===== config.mk =====
export PLATFORM = sky130hd
export DESIGN_NAME = block_lock_fsm
export DESIGN_NICKNAME = d
export VERILOG_FILES = /design/src/rtl/block_lock_fsm.sv
export SDC_FILE = /design/constraint.sdc
export NUM_CORES = 1
export LEC_CHECK = 0
export CAP_MARGIN = 10
export CORE_MARGIN = 4
export CORE_UTILIZATION = 57
export DETAILED_ROUTE_END_ITERATION = 8
export GPL_ROUTABILITY_DRIVEN = 0
export PLACE_DENSITY = 0.83
export SYNTH_ARGS = -nofsm -noshare
export SYNTH_HDL_FRONTEND = slang
export SYNTH_SLANG_ARGS = --single-unit

===== constraint.sdc =====
create_clock -name i_clk -period 2.5 [get_ports i_clk]
set_clock_uncertainty 0.2 [all_clocks]
set_input_delay 0.5 -clock i_clk [delete_from_list [all_inputs] [get_ports i_clk]]
set_output_delay 0.5 -clock i_clk [all_outputs]
set_load 0.03 [all_outputs]

===== src/rtl/block_lock_fsm.sv =====
// -----------------------------------------------------------------------------
// block_lock_fsm
//
// 64b/66b block-lock state machine. Watches the 2-bit sync header of each
// received block and decides whether the gearbox is aligned to block
// boundaries. While unaligned, every invalid header requests a one-bit slip.
// Once aligned, lock is only dropped when too many invalid headers appear
// within one test window.
//
// Ports:
//   i_clk            in   1  single clock, rising edge
//   i_reset          in   1  asynchronous, active-high reset
//   i_sync_hdr       in   2  sync header from the gearbox block-sync stage
//   i_sync_hdr_valid in   1  qualifies i_sync_hdr, one cycle per 66b block
//   o_slip           out  1  registered one-cycle slip request to the gearbox
//   o_block_lock     out  1  registered block-alignment indication
//   o_state          out  2  current state register, for debug
//
// Optional feature (macro BLOCK_LOCK_STATS_EN):
//   o_slip_count     out 16  number of SLIP cycles, saturating at 16'hFFFF
//   o_lock_loss      out  1  one-cycle pulse when o_block_lock falls
// -----------------------------------------------------------------------------
module block_lock_fsm #(
    parameter int SH_CNT_MAX     = 64,  // headers per test window, 2..127
    parameter int SH_INVALID_MAX = 16,  // invalid headers that drop lock
    parameter int SLIP_WAIT      = 4    // idle cycles after a slip, 1..15
) (
    input  logic       i_clk,
    input  logic       i_reset,
    input  logic [1:0] i_sync_hdr,
    input  logic       i_sync_hdr_valid,
    output logic       o_slip,
    output logic       o_block_lock,
    output logic [1:0] o_state
`ifdef BLOCK_LOCK_STATS_EN
    ,
    output logic [15:0] o_slip_count,
    output logic        o_lock_loss
`endif
);

    typedef enum logic [1:0] {
        ST_LOCK_INIT = 2'd0,
        ST_TEST_SH   = 2'd1,
        ST_SLIP      = 2'd2,
        ST_SLIP_WAIT = 2'd3
    } state_t;

    localparam logic [6:0] CNT_MAX     = 7'(SH_CNT_MAX);
    localparam logic [4:0] INVALID_MAX = 5'(SH_INVALID_MAX);
    localparam logic [3:0] WAIT_LOAD   = 4'(SLIP_WAIT);

    state_t     state, state_next;
    logic [6:0] sh_cnt, sh_cnt_next;
    logic [4:0] sh_invalid_cnt, sh_invalid_cnt_next;
    logic [3:0] wait_cnt, wait_cnt_next;
    logic       lock_next;
    logic       hdr_bad;
    logic [6:0] cnt_inc;
    logic [4:0] invalid_inc;

    // 01 and 10 are the only legal sync headers.
    assign hdr_bad     = (i_sync_hdr == 2'b00) || (i_sync_hdr == 2'b11);
    assign cnt_inc     = sh_cnt + 7'd1;
    assign invalid_inc = sh_invalid_cnt + 5'(hdr_bad);

    // NOTE: every signal written here gets a default first, so no path
    // through the case can leave one unassigned and infer a latch.
    always_comb begin
        state_next          = state;
        sh_cnt_next         = sh_cnt;
        sh_invalid_cnt_next = sh_invalid_cnt;
        wait_cnt_next       = wait_cnt;
        lock_next           = o_block_lock;

        case (state)
            ST_LOCK_INIT: begin
                sh_cnt_next         = '0;
                sh_invalid_cnt_next = '0;
                lock_next           = 1'b0;
                state_next          = ST_TEST_SH;
            end

            ST_TEST_SH: begin
                if (i_sync_hdr_valid) begin
                    if (!hdr_bad) begin
                        if (cnt_inc == CNT_MAX) begin
                            // A clean window acquires lock; a window with
                            // errors (only possible while locked) keeps it.
                            if (sh_invalid_cnt == '0)
                                lock_next = 1'b1;
                            sh_cnt_next         = '0;
                            sh_invalid_cnt_next = '0;
                        end else begin
                            sh_cnt_next = cnt_inc;
                        end
                    end else if (!o_block_lock || invalid_inc == INVALID_MAX) begin
                        // Lock drops on the same edge the slip is raised.
                        state_next          = ST_SLIP;
                        lock_next           = 1'b0;
                        sh_cnt_next         = cnt_inc;
                        sh_invalid_cnt_next = invalid_inc;
                    end else if (cnt_inc == CNT_MAX) begin
                        sh_cnt_next         = '0;
                        sh_invalid_cnt_next = '0;
                    end else begin
                        sh_cnt_next         = cnt_inc;
                        sh_invalid_cnt_next = invalid_inc;
                    end
                end
            end

            ST_SLIP: begin
                lock_next     = 1'b0;
                wait_cnt_next = WAIT_LOAD;
                state_next    = ST_SLIP_WAIT;
            end

            ST_SLIP_WAIT: begin
                // Headers are ignored here while the gearbox settles.
                if (wait_cnt == '0) begin
                    sh_cnt_next         = '0;
                    sh_invalid_cnt_next = '0;
                    state_next          = ST_TEST_SH;
                end else begin
                    wait_cnt_next = wait_cnt - 4'd1;
                end
            end

            default: state_next = ST_LOCK_INIT;
        endcase
    end

    // NOTE: sequential state uses non-blocking assignments so every register
    // samples the pre-edge values, independent of statement order.
    always_ff @(posedge i_clk or posedge i_reset) begin
        if (i_reset) begin
            state          <= ST_LOCK_INIT;
            sh_cnt         <= '0;
            sh_invalid_cnt <= '0;
            wait_cnt       <= '0;
            o_slip         <= 1'b0;
            o_block_lock   <= 1'b0;
        end else begin
            state          <= state_next;
            sh_cnt         <= sh_cnt_next;
            sh_invalid_cnt <= sh_invalid_cnt_next;
            wait_cnt       <= wait_cnt_next;
            // Registered from the next state, so o_slip is high exactly
            // while the state register holds SLIP.
            o_slip         <= (state_next == ST_SLIP);
            o_block_lock   <= lock_next;
        end
    end

    assign o_state = state;

`ifdef BLOCK_LOCK_STATS_EN
    always_ff @(posedge i_clk or posedge i_reset) begin
        if (i_reset) begin
            o_slip_count <= '0;
            o_lock_loss  <= 1'b0;
        end else begin
            if (state == ST_SLIP && o_slip_count != 16'hFFFF)
                o_slip_count <= o_slip_count + 16'd1;
            // Aligned with the falling edge of the registered lock output.
            o_lock_loss <= o_block_lock & ~lock_next;
        end
    end
`endif

endmodule


==> summary.log, run 1 <==
INFO  status         outcome=complete, no violations
INFO  floorplanning  die_y=55.0um
INFO  worst_setup_path maximum_net_fanout_on_the_critical_path=5
INFO  routing        wl_met3=99um
INFO  worst_setup_path critical_path_class=primary input to register
INFO  worst_setup_path worst_setup_path_startpoint=i_sync_hdr[1]
INFO  job            drv.max_cap_violation_count=0
INFO  layout         area_of_the_multi_input_gates=706um^2
INFO  synth          synth_top_cell_area_share=0.397
INFO  placed_design  port_buffers=8
INFO  routing        via_count=1046
INFO  sta            timing_worst_slew_pin_value=0.469ns
INFO  clocking       cts_hold_buf=0
INFO  clocking       tritoncts=done
INFO  sta            max-slew-margin-rel=0.686
INFO  sta            post-route-min-period=2.37ns
INFO  synth          post_synth_arst_share=1.00
INFO  power_and_ir_drop power.static_leakage=0.591nW
INFO  grt            grt_usage=0.215
INFO  sta            timing.final.hold_violations=0
INFO  layout         num-fill-cells=152
INFO  sta            setup_total_negative_slack=0ns
INFO  routing        met1Wirelength=1190um
INFO  power_and_ir_drop power.density=819nW/um^2
INFO  floorplanning  floorplan.rows=16
INFO  clocking       htree_levels=1
INFO  power_and_ir_drop share_clk_of_total_power=0.127
INFO  floorplanning  dieWidth=55.0um
INFO  worst_setup_path startpoint_type=primary input
INFO  sta            timing.final.crit_share=0.949
INFO  layout         final_nets=158
INFO  synth          synth.largest_area_cell=dfrtp_1
INFO  power_and_ir_drop internal_power=0.671mW
INFO  clocking       post-cts-setup-buffers=0
INFO  clocking       clock_tree.root_cell=clkbuf_4
INFO  synth          synth.yosys.seq_area_share=0.397
INFO  worst_setup_path r2r_start=sh_invalid_cnt[0]
INFO  layout         drive_gt1_frac=0.122
INFO  sta            hold-worst-slack=0.316ns
INFO  sta            slew_violations=0
INFO  grt            wire_length_of_the_first_global_routing_pass=4710um
INFO  power_and_ir_drop switching_share=0.431
INFO  grt            antenna_found_initial=0
INFO  routing        postRouteWirelength=2600um
INFO  grt            grt_max_degree=21
INFO  min_path       hold_path.class=primary input to asynchronous set/reset pin
INFO  grt            vias_in_the_first_global_route=1059
INFO  grt            residual_overflow_from_global_routing=0
INFO  power_and_ir_drop power.switching=0.507mW
INFO  routing        dr_wl_met2=1290um
INFO  worst_setup_path crit_chain=dlygate4sd2_1 > xnor2_4 > ha_1 > ha_2 > nor3b_2 > a31oi_1 > o41ai_4 > buf_6 > a21oi_2 > o31ai_1
INFO  placed_design  post-dp-hpwl=1970um
INFO  worst_setup_path cpPeakStageDelay=0.31ns
INFO  synth          number_of_warnings_issued_by_yosys=0
INFO  floorplanning  die-area=3030um^2
INFO  routing        first_pass_iteration_count_of_the_detailed_router=7
INFO  synth          syn-instance-count=132
INFO  worst_setup_path r2r_setup_slack=0.33ns
INFO  worst_setup_path required_time_of_the_critical_path=2.51ns
INFO  routing        post_drt_via_cell_ratio=6.01
INFO  clocking       tritoncts.num_buffers=3
INFO  floorplanning  coreArea=2020um^2
INFO  synth          synth-edff-count=0
INFO  worst_setup_path critPathCaptureType=register
INFO  layout         layout.cells.most_common_list=20 x dfrtp_1, 18 x nand2_1, 14 x o21ai_0, 12 x inv_1
INFO  layout         seq_area=500um^2
INFO  clocking       cts.sink_count=20
INFO  synth          synth_ff_type=dfrtp_1
INFO  synth          synth.avg_cell_area=9.55um^2
INFO  sta            grt_setup_unrepaired=false
INFO  routing        maxUsedRoutingLayer=met4
INFO  routing        route.detailed.wl_per_inst=14.9um
INFO  layout         area_growth_syn_to_fin=14.1%
INFO  power_and_ir_drop seq_power_share=0.442
INFO  clocking       worstSkewPairLatency=0.30ns
INFO  synth          netlist-cell-type-count=40
INFO  synth          netlist_top_cells_area=dfrtp_1 40%, o21ai_0 5.6%, nand2_1 5.4%
INFO  routing        drtAntennaViolNets=0
INFO  worst_setup_path worst-endpoint-arrival=2.38ns
INFO  power_and_ir_drop share_of_total_power_in_combinational_logic=0.431
INFO  sta            achievable-frequency=0.421GHz
INFO  layout         final_common_cell=dfrtp_1
INFO  synth          post_synthesis_register_bit_count=20
INFO  clocking       cts.reportedPaths.clkPinSlew=0.11ns
INFO  clocking       max-clock-path-buffers=2
INFO  floorplanning  io_pins=9
INFO  sta            number_of_failing_setup_endpoints_in_the_final_timing_report=0
INFO  worst_setup_path slowest_stage=o41ai_4
INFO  synth          synth_nets=141
INFO  layout         antenna_cells=0
INFO  routing        drt_first_iter_violations=33
INFO  power_and_ir_drop max-vdd-ir-drop=0.000639V
INFO  floorplanning  initial_core_util=0.624
INFO  synth          mappedNetlistArea=1260um^2
INFO  routing        drc=0
## metal layers
layer,track usage,up-vias
li1,-,520
met1,0.271,501
met2,0.362,23
met3,0.0349,2
met4,0.0891,0
met5,0,-
## kinds of logic (layout without fill, tap and decap cells)
logic type / after synthesis / count (layout) / share of synthesized area
AND/OR/NAND/NOR: 46 / 46 / 0.196
AO/OA/AOI/OAI: 40 / 40 / 0.252
flip-flops: 20 / 20 / 0.397
buffers and inverters: 15 / 30 / 0.0496
XOR/XNOR: 5 / 5 / 0.0496
adder cells (fa/ha/maj): 4 / 4 / 0.0397
multiplexers: 2 / 2 / 0.0159
## flip-flops by register name, summed over array words and instances, names as in the netlist
name / count
o_block_lock: 1
o_slip: 1
o_state: 2
sh_cnt: 7
sh_invalid_cnt: 5
wait_cnt: 4
## power by group through the flow
stage | Sequential (mW) | Clock (mW) | Combinational [mW]
6_report | 0.521 | 0.150 | 0.507
5_1_grt | 0.537 | 0.169 | 0.570
4_1_cts | 0.518 | 0.154 | 0.509
3_5_place_dp | 0.524 | 0 | 0.506
3_3_place_gp | 0.516 | 0 | 0.483
2_1_floorplan | 0.512 | 0 | 0.371
## cells in the mapped netlist (3+ instances only)
cell	count
a21oi_1	4
nor2b_1	3
xnor2_1	3
ha_1	4
inv_1	12
nand2b_1	3
o31ai_1	4
dfrtp_1	20
nor4_1	3
nand3_1	6
nor2_1	3
nand2_1	18
o21ai_0	14
## critical path: cells and delay by family
kind	cells	cell delay, ns
compound gates	4	0.72
xor+xnor	1	0.15
fa+ha+maj	2	0.40
buf+inv	2	0.47
simple gates	1	0.15
## per-stage QoR
step           utilization  worst slack (ns)  cells  total power, mW  instance area [um^2]
2_1_floorplan            -             0.113    132            0.883                  1260
3_3_place_gp         0.694            -0.337    170             1.00                  1400
3_5_place_dp         0.694            -0.472    170             1.03                  1400
4_1_cts              0.712            0.0275    174             1.18                  1440
5_1_grt              0.712            0.0288    174             1.28                  1440
6_report             0.712             0.127    174             1.18                  1440
## timing repair
action	4_1_cts	5_1_grt
pin swaps	1	1
hold endpoints to repair	0	0
cloned	1	0
endpoints found under the setup margin	11	7
gates resized for setup	5	0
## path summary, 6_finish.rpt
| path | endpoint | cells after the start |
|---|---|---|
| setup / recovery | sh_cnt[6] | 10 |
| hold / removal | o_state[1] | 3 |
| setup reg to reg | sh_cnt[6] | 8 |
| hold reg to reg | wait_cnt[0] | 1 |
| max in group asynchronous | sh_invalid_cnt[2] | 3 |
| min in group i_clk | wait_cnt[0] | 1 |
## final cells by class
type / count / share of cell area
tap: 27 / 0.0235
timing repair buffer: 15 / 0.0913
multi-input combinational: 97 / 0.490
inverter: 12 / 0.0313
clock buffer: 3 / 0.0157
sequential: 20 / 0.348
No activity file was read; power rests on OpenSTA's default activity.
==> run 2: changes to the inputs <==
CORE_UTILIZATION = 45   (was 57)
PLACE_DENSITY = default   (was 0.83)
==> summary.log, run 2 (synthesis results as in run 1) <==
INFO  clocking       cts.reportedPaths.clkPinSlew=0.13ns [was 0.11 ns]
INFO  routing        postRouteWirelength=2510um [was 2600 um]
INFO  routing        route.detailed.wl_per_inst=14.1um [was 14.9 um]
INFO  sta            hold-worst-slack=0.306ns [was 0.316 ns]
INFO  sta            slew_violations=0 [unchanged]
INFO  clocking       worstSkewPairLatency=0.30ns [about the same]
INFO  placed_design  dpl_worst_slack=-0.405ns [was -0.472 ns]
INFO  clocking       htree_levels=1 [unchanged]
INFO  floorplanning  coreArea=2570um^2 [was 2020 um^2]
INFO  worst_setup_path maximum_net_fanout_on_the_critical_path=5 [unchanged]
INFO  sta            finalWorstSetupSlack=0.137ns [was 0.127 ns]
INFO  floorplanning  die-area=3710um^2 [was 3030 um^2]
INFO  power_and_ir_drop share_of_total_power_in_combinational_logic=0.387 [was 0.431]
INFO  placed_design  post-dp-hpwl=1830um [was 1970 um]
INFO  power_and_ir_drop power.switching=0.511mW [was 0.507 mW]
INFO  layout         final_core_util=0.571 [was 0.712]
INFO  grt            grt_usage=0.154 [was 0.215]
INFO  power_and_ir_drop design_power_total=1.29mW [was 1.18 mW]
INFO  sta            achievable-frequency=0.423GHz [was 0.421 GHz]
INFO  layout         layout.cells.most_common_list=20 x dfrtp_1, 18 x nand2_1, 14 x o21ai_0, 12 x inv_1 [unchanged]
INFO  routing        drt_first_iter_violations=25 [was 33]
INFO  worst_setup_path startpoint_type=primary input [unchanged]
INFO  layout         drive_gt1_frac=0.115 [was 0.122]
INFO  routing        drtAntennaViolNets=0 [unchanged]
INFO  power_and_ir_drop power.density=878nW/um^2 [was 819 nW/um^2]
INFO  routing        drc=0 [unchanged]
INFO  worst_setup_path critical_path_class=primary input to register [unchanged]
INFO  placed_design  port_buffers=8 [unchanged]
INFO  power_and_ir_drop internal_power=0.775mW [was 0.671 mW]
INFO  sta            timing.final.crit_share=0.945 [was 0.949]
INFO  floorplanning  floorplan.rows=18 [was 16]
INFO  floorplanning  io_pins=9 [unchanged]
INFO  layout         final_common_cell=dfrtp_1 [unchanged]
INFO  layout         final_nets=158 [unchanged]
INFO  grt            residual_overflow_from_global_routing=0 [unchanged]
INFO  layout         antenna_cells=0 [unchanged]
INFO  sta            post-route-min-period=2.36ns [was 2.37 ns]
INFO  status         outcome=complete, no violations [unchanged]
INFO  clocking       tritoncts.num_buffers=3 [unchanged]
INFO  sta            grt_setup_unrepaired=false [unchanged]
INFO  clocking       max-clock-path-buffers=2 [unchanged]
INFO  layout         largestRegisters=sh_cnt (7), sh_invalid_cnt (5), wait_cnt (4) [unchanged]
INFO  grt            wire_length_of_the_first_global_routing_pass=4260um [was 4710 um]
INFO  power_and_ir_drop max-vdd-ir-drop=0.000720V [was 0.000639 V]
INFO  grt            vias_in_the_first_global_route=930 [was 1059]
INFO  worst_setup_path crit_chain=dlygate4sd2_1 > xnor2_4 > ha_1 > ha_1 > nor3b_1 > a31oi_1 > o41ai_4 > buf_6 > a21oi_2 > o31ai_1 [was dlygate4sd2_1 > xnor2_4 > ha_1 > ha_2 > nor3b_2 > a31oi_1 > o41ai_4 > buf_6 > a21oi_2 > o31ai_1]
INFO  power_and_ir_drop share_clk_of_total_power=0.210 [was 0.127]
INFO  power_and_ir_drop seq_power_share=0.403 [was 0.442]
INFO  layout         largest_register=sh_cnt [unchanged]
INFO  clocking       post-cts-setup-buffers=0 [unchanged]
INFO  clocking       clock_tree.root_cell=clkbuf_4 [unchanged]
INFO  sta            number_of_failing_setup_endpoints_in_the_final_timing_report=0 [unchanged]
INFO  routing        first_pass_iteration_count_of_the_detailed_router=4 [was 7]
INFO  grt            antenna_found_initial=0 [unchanged]
INFO  routing        post_drt_via_cell_ratio=5.78 [was 6.01]
INFO  clocking       cts_hold_buf=0 [unchanged]
INFO  min_path       hold_path.class=primary input to asynchronous set/reset pin [unchanged]
INFO  worst_setup_path cpMostUsedCell=ha_1
INFO  worst_setup_path cpPeakStageDelay=0.29ns [was 0.31 ns]
INFO  grt            grt_max_degree=21 [unchanged]
INFO  worst_setup_path critPathCaptureType=register [unchanged]
INFO  worst_setup_path r2r_start=wait_cnt[0] [was sh_invalid_cnt[0]]
INFO  worst_setup_path r2r_setup_slack=0.35ns [was 0.33 ns]
INFO  floorplanning  initial_core_util=0.491 [was 0.624]
INFO  power_and_ir_drop power.static_leakage=0.604nW [was 0.591 nW]
INFO  layout         area_growth_syn_to_fin=16.2% [was 14.1%]
INFO  layout         largest_register_ff_count=7 [unchanged]
INFO  sta            timing.final.hold_violations=0 [unchanged]
INFO  floorplanning  die_y=60.9um [was 55.0 um]
INFO  worst_setup_path reg2reg_depth=7 [was 8]
INFO  worst_setup_path required_time_of_the_critical_path=2.51ns [about the same]
INFO  clocking       cts.sink_count=20 [unchanged]
INFO  routing        via_count=1028 [was 1046]
INFO  floorplanning  dieWidth=60.9um [was 55.0 um]
INFO  worst_setup_path r2r-end=sh_invalid_cnt[2] [was sh_cnt[6]]
INFO  power_and_ir_drop switching_share=0.397 [was 0.431]
INFO  worst_setup_path worst-endpoint-arrival=2.38ns [about the same]
INFO  worst_setup_path slowest_stage=dlygate4sd2_1 [was o41ai_4]
INFO  job            drv.max_cap_violation_count=0 [unchanged]
INFO  clocking       tritoncts=done [unchanged]
INFO  sta            timing_worst_slew_pin_value=0.475ns [was 0.469 ns]
INFO  sta            max-slew-margin-rel=0.683 [was 0.686]
-- run 2: cell type report --
| class | count | area [um^2] |
|---|---|---|
| multi-input cells | 97 | 698 |
| inverters | 12 | 45.0 |
| fillers | 245 | 1100 |
| repair buffers | 15 | 131 |
| clock inverters | 1 | 30.0 |
| clock buffers | 3 | 22.5 |
| well taps | 30 | 37.5 |
| flip-flops and latches | 20 | 500 |
-- run 2: metal layers --
metal  wire length (um)  track usage
met3                 48       0.0255
met1               1290        0.222
met2               1160        0.232
met4                 22       0.0557
met5                  0            0
-- run 2: how the worst max path moves through the flow --
| stage | cells after the start | end | from |
|---|---|---|---|
| floorplan | 8 | sh_cnt[6] | i_sync_hdr[1] |
| global placement | 10 | sh_cnt[6] | i_sync_hdr[1] |
| detailed placement | 10 | sh_cnt[0] | i_sync_hdr[1] |
| CTS | 10 | sh_cnt[0] | i_sync_hdr[1] |
| global route | 10 | sh_invalid_cnt[0] | i_sync_hdr[1] |
| finish | 10 | sh_cnt[0] | i_sync_hdr[1] |
-- run 2: stage by stage --
| step | instances | setup TNS [ns] | instance area (um^2) |
|---|---|---|---|
| final | 178 | 0 | 1470 |
| after global routing | 178 | 0 | 1470 |
| after CTS | 178 | 0 | 1470 |
| after detailed placement | 173 | -3.86 | 1410 |
| after global placement | 173 | -3.32 | 1410 |
| after floorplan | 132 | 0 | 1260 |
-- run 2: repair_timing --
| item | 4_1_cts | 5_1_grt |
|---|---|---|
| pin swaps | 1 | 1 |
| endpoints found under the setup margin | 6 | 7 |
| resized for setup | 3 | 0 |
| gates cloned | 1 | 0 |
-- run 2: power by group through the flow --
stage                     logic (mW)  registers [mW]  clock network [mW]
after floorplan                0.371           0.512                   0
after global placement         0.491           0.521                   0
after detailed placement       0.504           0.522                   0
final                          0.498           0.518               0.270
after global routing           0.559           0.538               0.295
after CTS                      0.505           0.516               0.277
-- run 2: critical path, delay by kind of cell --
kind | cells | cell delay, ns
compound gates | 4 | 0.68
fa+ha+maj | 2 | 0.40
buf+inv | 2 | 0.46
xor+xnor | 1 | 0.16
simple gates | 1 | 0.17
